## src/rtl/restador_serial_8bits_if.sv

```systemverilog
// Start/busy/done handshake and operand/result bus for the bit-serial subtractor.
// The requester owns the master side; the subtractor owns the slave side.
interface restador_serial_8bits_if #(
  parameter int WIDTH = 8
);
  logic             start;
  logic [WIDTH-1:0] A8;
  logic [WIDTH-1:0] B8;
  logic             Borrow_i;
  logic             busy;
  logic             done;
  logic [WIDTH:0]   D8;

  modport master (
    output start, A8, B8, Borrow_i,
    input  busy, done, D8
  );

  modport slave (
    input  start, A8, B8, Borrow_i,
    output busy, done, D8
  );
endinterface

```

## src/rtl/restador_serial_8bits.sv

```systemverilog
// Bit-serial subtractor: D8 = {borrow, A8 - B8 - Borrow_i}, one bit per clock, LSB first.
// Companion of the parallel adder; result is published with a one-cycle done pulse.
module restador_serial_8bits #(
  parameter int WIDTH = 8
) (
  input  logic                    clk,
  input  logic                    rst_n,
  restador_serial_8bits_if.slave  bus
);

  localparam int CW = (WIDTH > 2) ? $clog2(WIDTH) : 1;

  typedef enum logic [1:0] {
    IDLE  = 2'd0,
    SHIFT = 2'd1,
    DONE  = 2'd2
  } state_t;

  state_t           state;
  state_t           state_nxt;

  logic [WIDTH-1:0] a_sr;
  logic [WIDTH-1:0] b_sr;
  logic [WIDTH-2:0] diff_sr;
  logic             br;
  logic [CW-1:0]    cnt;
  logic [WIDTH:0]   d8_q;

  logic             a_i;
  logic             b_i;
  logic             d_i;
  logic             br_nxt;
  logic             last_bit;
  logic [WIDTH-1:0] diff_shifted;

  assign a_i          = a_sr[0];
  assign b_i          = b_sr[0];
  assign d_i          = a_i ^ b_i ^ br;
  assign br_nxt       = (~a_i & b_i) | (~(a_i ^ b_i) & br);
  assign last_bit     = (cnt == CW'(WIDTH - 1));
  // diff_sr only keeps the WIDTH-1 earlier bits; the final bit joins them on the last edge
  assign diff_shifted = {d_i, diff_sr};

  always_ff @(posedge clk or negedge rst_n) begin
    if (!rst_n) begin
      state <= IDLE;
    end else begin
      state <= state_nxt;
    end
  end

  always_comb begin
    state_nxt = state;
    case (state)
      IDLE:    if (bus.start) state_nxt = SHIFT;
      SHIFT:   if (last_bit)  state_nxt = DONE;
      DONE:    state_nxt = IDLE;
      default: state_nxt = IDLE;
    endcase
  end

  always_ff @(posedge clk or negedge rst_n) begin
    if (!rst_n) begin
      a_sr    <= '0;
      b_sr    <= '0;
      diff_sr <= '0;
      br      <= 1'b0;
      cnt     <= '0;
      d8_q    <= '0;
    end else begin
      case (state)
        IDLE: begin
          if (bus.start) begin
            a_sr <= bus.A8;
            b_sr <= bus.B8;
            br   <= bus.Borrow_i;
            cnt  <= '0;
          end
        end
        SHIFT: begin
          a_sr    <= a_sr >> 1;
          b_sr    <= b_sr >> 1;
          br      <= br_nxt;
          diff_sr <= diff_shifted[WIDTH-1:1];
          cnt     <= cnt + 1'b1;
          if (last_bit) begin
            d8_q <= {br_nxt, diff_shifted};
          end
        end
        default: ;
      endcase
    end
  end

  // Outputs decode straight from flops, so nothing on the request side reaches them combinationally
  assign bus.busy = (state != IDLE);
  assign bus.done = (state == DONE);
  assign bus.D8   = d8_q;

endmodule

```

## src/flat_wrapper.sv

```systemverilog
// flat-port wrapper written by rule: the top's interface ports become plain ports
module restador_serial_8bits_flat 
#(
  parameter int WIDTH = 8
)
  (clk, rst_n, bus_start, bus_A8, bus_B8, bus_Borrow_i, bus_busy, bus_done, bus_D8);
  restador_serial_8bits_if #(.WIDTH(WIDTH)) bus_i ();
  input  logic clk;
  input  logic rst_n;
  input wire logic [$bits(bus_i.start)-1:0] bus_start;
  input wire logic [$bits(bus_i.A8)-1:0] bus_A8;
  input wire logic [$bits(bus_i.B8)-1:0] bus_B8;
  input wire logic [$bits(bus_i.Borrow_i)-1:0] bus_Borrow_i;
  output wire logic [$bits(bus_i.busy)-1:0] bus_busy;
  output wire logic [$bits(bus_i.done)-1:0] bus_done;
  output wire logic [$bits(bus_i.D8)-1:0] bus_D8;
  assign bus_i.start = bus_start;
  assign bus_i.A8 = bus_A8;
  assign bus_i.B8 = bus_B8;
  assign bus_i.Borrow_i = bus_Borrow_i;
  assign bus_busy = bus_i.busy;
  assign bus_done = bus_i.done;
  assign bus_D8 = bus_i.D8;
  restador_serial_8bits #(.WIDTH(WIDTH)) u_core (.clk(clk), .rst_n(rst_n), .bus(bus_i));
endmodule
```

## config.mk

```make
export PLATFORM = sky130hd
export DESIGN_NAME = restador_serial_8bits_flat
export DESIGN_NICKNAME = d
export VERILOG_FILES = /design/src/rtl/restador_serial_8bits_if.sv /design/src/rtl/restador_serial_8bits.sv /design/src/flat_wrapper.sv
export SDC_FILE = /design/constraint.sdc
export NUM_CORES = 1
export LEC_CHECK = 0
export ABC_AREA = 1
export BUFFER_PORTS_ARGS = -buffer_cell sky130_fd_sc_hd__buf_2
export CAP_MARGIN = 10
export CORE_MARGIN = 2
export CORE_UTILIZATION = 48
export DETAILED_ROUTE_END_ITERATION = 12
export PLACE_DENSITY_LB_ADDON = 0.3
export SLEW_MARGIN = 30
export SYNTH_ARGS = -nofsm -noshare
export SYNTH_HDL_FRONTEND = slang
export SYNTH_SLANG_ARGS = --single-unit
```

## constraint.sdc

```tcl
create_clock -name clk -period 2.85 [get_ports clk]
set_input_delay 0.1425 -clock clk [delete_from_list [all_inputs] [get_ports clk]]
set_output_delay 0.1425 -clock clk [all_outputs]
set_load 0.005 [all_outputs]
```

## Word level (Yosys, flattened, before mapping)

Cells that the tools add are included.

- Logic and storage cells: 37
- Register bits after elaboration: 38
- Output and inout bits: 11
- Input port bits: 20

- Multiplexer cells: 11
- Equality and inequality tests: 5
- Bitwise logic cells: 7
- $add $sub $neg: 1
- Reduce and logical (&&, ||, !) cells: 6

Operator list:

| operator | count |
|---|---|
| one-hot mux 8 bit (2 select lines) | 2 |
| two-way mux 8 bit | 2 |
| one-hot mux 3 bit (2 select lines) | 1 |
| AND reduction 2 bit | 3 |
| two-way mux 2 bit | 2 |
| one-hot mux 2 bit (2 select lines) | 1 |
| nonzero test 2 bit | 2 |
| adder 3 x 1 -> 3 bit, second input constant | 1 |
| equality test 3 bit, second input constant | 1 |
| two-way mux 3 bit | 1 |
| AND 1 bit | 2 |
| equality test 2 x 1 -> 1 bit, second input constant | 1 |
| equality test 2 bit, second input constant | 1 |
| zero test 2 bit | 1 |
| inequality test 2 x 1 -> 1 bit, second input constant | 1 |
| inequality test 2 bit, second input constant | 1 |
| inverter 1 bit | 2 |
| one-hot mux 1 bit (2 select lines) | 1 |
| XOR 1 bit | 2 |
| two-way mux 1 bit | 1 |
| bitwise OR 1 bit | 1 |

## Logic depth before layout (Yosys ltp)

- Depth in word-level cells: 5
- Gate-level depth with buffers: 7
- Gate-level depth less buffers: 6

## Least setup slack after synthesis

OpenSTA, ideal clock, no wires.

- Path kind: register to register
- Start: register u_core.cnt[0]
- End: register u_core.d8_q[7], in the netlist u_core.bus.D8[7]
- Stages on the path, launching flop included: 7
- Clock period less this slack: 1222 ps
- Setup time: 74 ps
- Data arrival time: 1148 ps
- Setup slack: 1628 ps
- Cell sequence: dfrtp_1 ha_1 ha_1 nand2_4 buf_6 nand2_1 o21ai_2

- Word-level cells in the longest chain between the ends: 2

RTL lines:

| what | RTL line | source |
|---|---|---|
| from (decl) | restador_serial_8bits.sv:26 | `logic [CW-1:0] cnt;` |
| from (signal assigned) | restador_serial_8bits.sv:85 | `cnt <= cnt + 1'b1;` |
| equality test 3 bit | restador_serial_8bits.sv:40 | `assign last_bit = (cnt == CW'(WIDTH - 1));` |
| AND reduction 2 bit (no source line) | n/a |  |
| to (signal assigned) | restador_serial_8bits.sv:87 | `d8_q <= {br_nxt, diff_shifted};` |
| to (decl) | restador_serial_8bits.sv:27 | `logic [WIDTH:0] d8_q;` |

Every way passes these cells.
A chain may end at the register's enable or synchronous reset.

## Final worst setup path

- Start: register u_core.state[0]
- End: register u_core.a_sr[5]

- Word-level cells in the longest chain between the ends: 3
- Elaborated cells on any way between the ends: 6
- Those cells by class: eq/ne: 2; mux: 1; reduce/logical: 3

RTL lines:

| what | RTL line | source |
|---|---|---|
| from (decl) | restador_serial_8bits.sv:19 | `state_t state;` |
| from (signal assigned) | restador_serial_8bits.sv:48 | `state <= state_nxt;` |
| equality test 2 x 1 -> 1 bit or zero test 2 bit (tied branches) | restador_serial_8bits.sv:71 | `case (state)` |
| nonzero test 2 bit (no source line) or inequality test 2 bit (tied branches) | n/a |  |
| AND reduction 2 bit (no source line) | n/a |  |
| to (signal assigned) | restador_serial_8bits.sv:74 | `a_sr <= bus.A8;` |
| to (signal assigned) | restador_serial_8bits.sv:81 | `a_sr <= a_sr >> 1;` |
| to (decl) | restador_serial_8bits.sv:22 | `logic [WIDTH-1:0] a_sr;` |

Parallel ways exist; a longest one is shown, timed or not.

==> flow_metrics.env <==
export IMPL_outcome="complete, no violations"
export IMPL_synthTopCellsByArea="dfrtp_1, nand2_1, inv_1, nand3_1, o21ai_2"
export IMPL_synthesis_nets=242
export IMPL_required_ps=3010
export IMPL_finalCritPeriodShare=0.596
export IMPL_relSlewSlack=0.453
export IMPL_fmax_mhz=589
export IMPL_worst_slack_ps=1150
export IMPL_wl_per_cell_um=10.4
export IMPL_setup_worst_path_start="u_core.state[0]$_DFFE_PN0P_"
export IMPL_cp_start_kind="register"
export IMPL_arrival_ps=1860
export IMPL_cts_max_level=2
export IMPL_clock_root_buffer="clkbuf_8"
export IMPL_cp_depth=5
export IMPL_stdcell_count=298
export IMPL_drive_gt1_frac=0.208
export IMPL_yosysWarnings=0
export IMPL_num_rows=22
export IMPL_layout_common_cells="nand2_1, inv_1, dfrtp_1, buf_2, nand3_1"
export IMPL_crit_buf_inv=1
export IMPL_synthAdderAreaFrac=0.0246
export IMPL_critPathCaptureType="register"
export IMPL_synth_top_area_share=0.519
export IMPL_period_needed_ps=1700
export IMPL_ys_ff_latch=38
export IMPL_slew_violations=0
export IMPL_p_per_area_nw_per_um2=1040
export IMPL_crit_chain="nand2_4 -> nand2_4 -> inv_6 -> nand2_1 -> nand2_1"
export IMPL_final_fill_count=350
export IMPL_vias=1341
export IMPL_use_met1=0.219
export IMPL_seqCellArea_um2=951
export IMPL_cts_clk_slew_worst_paths_ps=70
export IMPL_drtAntennaViolNets=0
export IMPL_setup_viol=0
export IMPL_synth_cell_types=19
export IMPL_dr_pass1_iters=4
export IMPL_synth_top_family_by_area="simple AND/OR/NAND/NOR gates"
export IMPL_place_inst=289
export IMPL_place_port_buffers=30
export IMPL_worstSetupEndpoint="u_core.a_sr[5]$_DFFE_PN0P_"
export IMPL_slowest_delay_ps=740
export IMPL_rr_endpoint="u_core.a_sr[5]$_DFFE_PN0P_"
export IMPL_grt_pass1_vias=1314
export IMPL_initial_core_util=0.500
export IMPL_r2r_slack_ps=1150
export IMPL_grt_setup_unrepaired="false"
export IMPL_cts_tree="done"
export IMPL_r2r_start="u_core.state[0]$_DFFE_PN0P_"
export IMPL_rr_worst_depth=5
export IMPL_hold_class="in2reg"
export IMPL_layout_commonest_cell="nand2_1"
export IMPL_cts_sinks=38
export IMPL_post_cts_buffers=0
export IMPL_syn_avg_cell_area_um2=8.36
export IMPL_yosysTopAreaCell="dfrtp_1"
export IMPL_overflow=0
export IMPL_grt_usage=0.170
export IMPL_place_ws_ps=1170
export IMPL_grt_use_met2=0.279
export IMPL_synthSimpleGateAreaFrac=0.255
export IMPL_place_congestion=0.765
export IMPL_wirelength_um=3100
export IMPL_vdd_drop_max_uv=480
export IMPL_syn_to_final_growth_pct=13.5
export IMPL_hpwl_um=2190
export IMPL_seq_area_frac_synth=0.519
export IMPL_grt_antenna_before_repair=0
export IMPL_worst_path_max_fanout=29
export IMPL_synthMuxAreaShare=0
export IMPL_multi_input_area_um2=637
export IMPL_criticalPathCategory="reg2reg"
export IMPL_grt_max_degree=39
export IMPL_met3_usage=0.0565
export IMPL_cap_violations=0
export IMPL_cts_made_buffers=5
export IMPL_die_area_um2=4320
export IMPL_worstMarginPinSlew_ps=821
export IMPL_syn_inst=219
export IMPL_dieWidth_um=65.8
export IMPL_min_path_cells=3
export IMPL_hold_violations=0
export IMPL_clock_path_buffers=2
export IMPL_final_nets=272
export IMPL_drt_iter0_markers=102
export IMPL_cts_resized=0
export IMPL_drc_errors=0
export IMPL_path_delay_family="flip-flops"
export IMPL_grt_pass1_wl_um=5600
export IMPL_fin_skew_ps=8.41
export IMPL_holdBufCountCts=1
export IMPL_die_h_um=65.8
export IMPL_fin_tns_setup_ps=0
export IMPL_ioPinCount=31
export IMPL_synth_compound_area_frac=0.0684
export IMPL_synth_xor_area_share=0
export IMPL_p_leak_uw=0.00120
export IMPL_critPathSlowestCell="dfrtp_1"
export IMPL_syn_area_um2=1830
export IMPL_final_util=0.567
export IMPL_num_antenna_cells=0
export IMPL_coreArea_um2=3660
export IMPL_avgViaCountPerCell=4.50
export IMPL_busiest_layer="met2"
export IMPL_clock_latency_ps=280
-- worst min path at each step --
stage,start,endpoint
2_1_floorplan,rst_n,u_core.a_sr[0]$_DFFE_PN0P_
3_3_place_gp,rst_n,u_core.diff_sr[6]$_DFFE_PN0N_
3_5_place_dp,rst_n,u_core.diff_sr[6]$_DFFE_PN0N_
4_1_cts,bus_B8[7],u_core.b_sr[7]$_DFFE_PN0P_
5_1_grt,bus_B8[7],u_core.b_sr[7]$_DFFE_PN0P_
6_report,bus_B8[7],u_core.b_sr[7]$_DFFE_PN0P_
-- synthesized netlist by cell type, drive strengths merged --
library cell and count:
inv 42, dfrtp 38, a21oi 2, or2 1, nand3 18, nor2 4, buf 8, ha 2
o21ai 17, fa 1, nand2 86
-- through the flow --
stage               area (um2)  hold slack, ps  power [uW]
global route              2080             107        2390
detailed placement        1960             289        1760
floorplan                 1830            -153        1590
finish                    2080             114        2160
global placement          1960             292        1720
CTS                       2080             105        2190
-- layer usage --
layer / vias to the layer above / wire length, um
li1: 712 / -
met1: 602 / 1460
met2: 25 / 1500
met3: 2 / 114
met4: 0 / 21
met5: - / 0
-- kinds of logic after synthesis --
| logic type | count (synthesis) |
|---|---|
| simple gates | 109 |
| buf+inv | 50 |
| flops | 38 |
| compound gates | 19 |
| fa+ha+maj | 3 |
-- state kept, by name, indices dropped and copies added (netlist names) --
register	flops
u_core.bus.D8	9
u_core.b_sr	8
u_core.diff_sr	7
u_core.a_sr	8
u_core.cnt	3
u_core.state	2
u_core.br	1
-- power breakdown --
| part | leakage [uW] | internal, uW | switching (uW) |
|---|---|---|---|
| clock | 0.0000524 | 262 | 167 |
| combinational | 0.000672 | 310 | 490 |
| sequential | 0.000474 | 782 | 147 |
-- cell type report --
| cell class | count | share of cell area |
|---|---|---|
| Tap cell | 48 | 0.0289 |
| Multi-Input combinational cell | 131 | 0.307 |
| Timing Repair Buffer | 31 | 0.0771 |
| Clock buffer | 7 | 0.0367 |
| Inverter | 42 | 0.0783 |
| Sequential cell | 38 | 0.458 |
| Clock inverter | 1 | 0.0145 |
-- worst register-to-register path: cells and delay by family (launching register included) --
kind | cells | cell delay, ps
flip-flops | 1 | 740
AND/OR/NAND/NOR | 4 | 740
buffers and inverters | 1 | 110
Power figures use the tool's default switching activity.
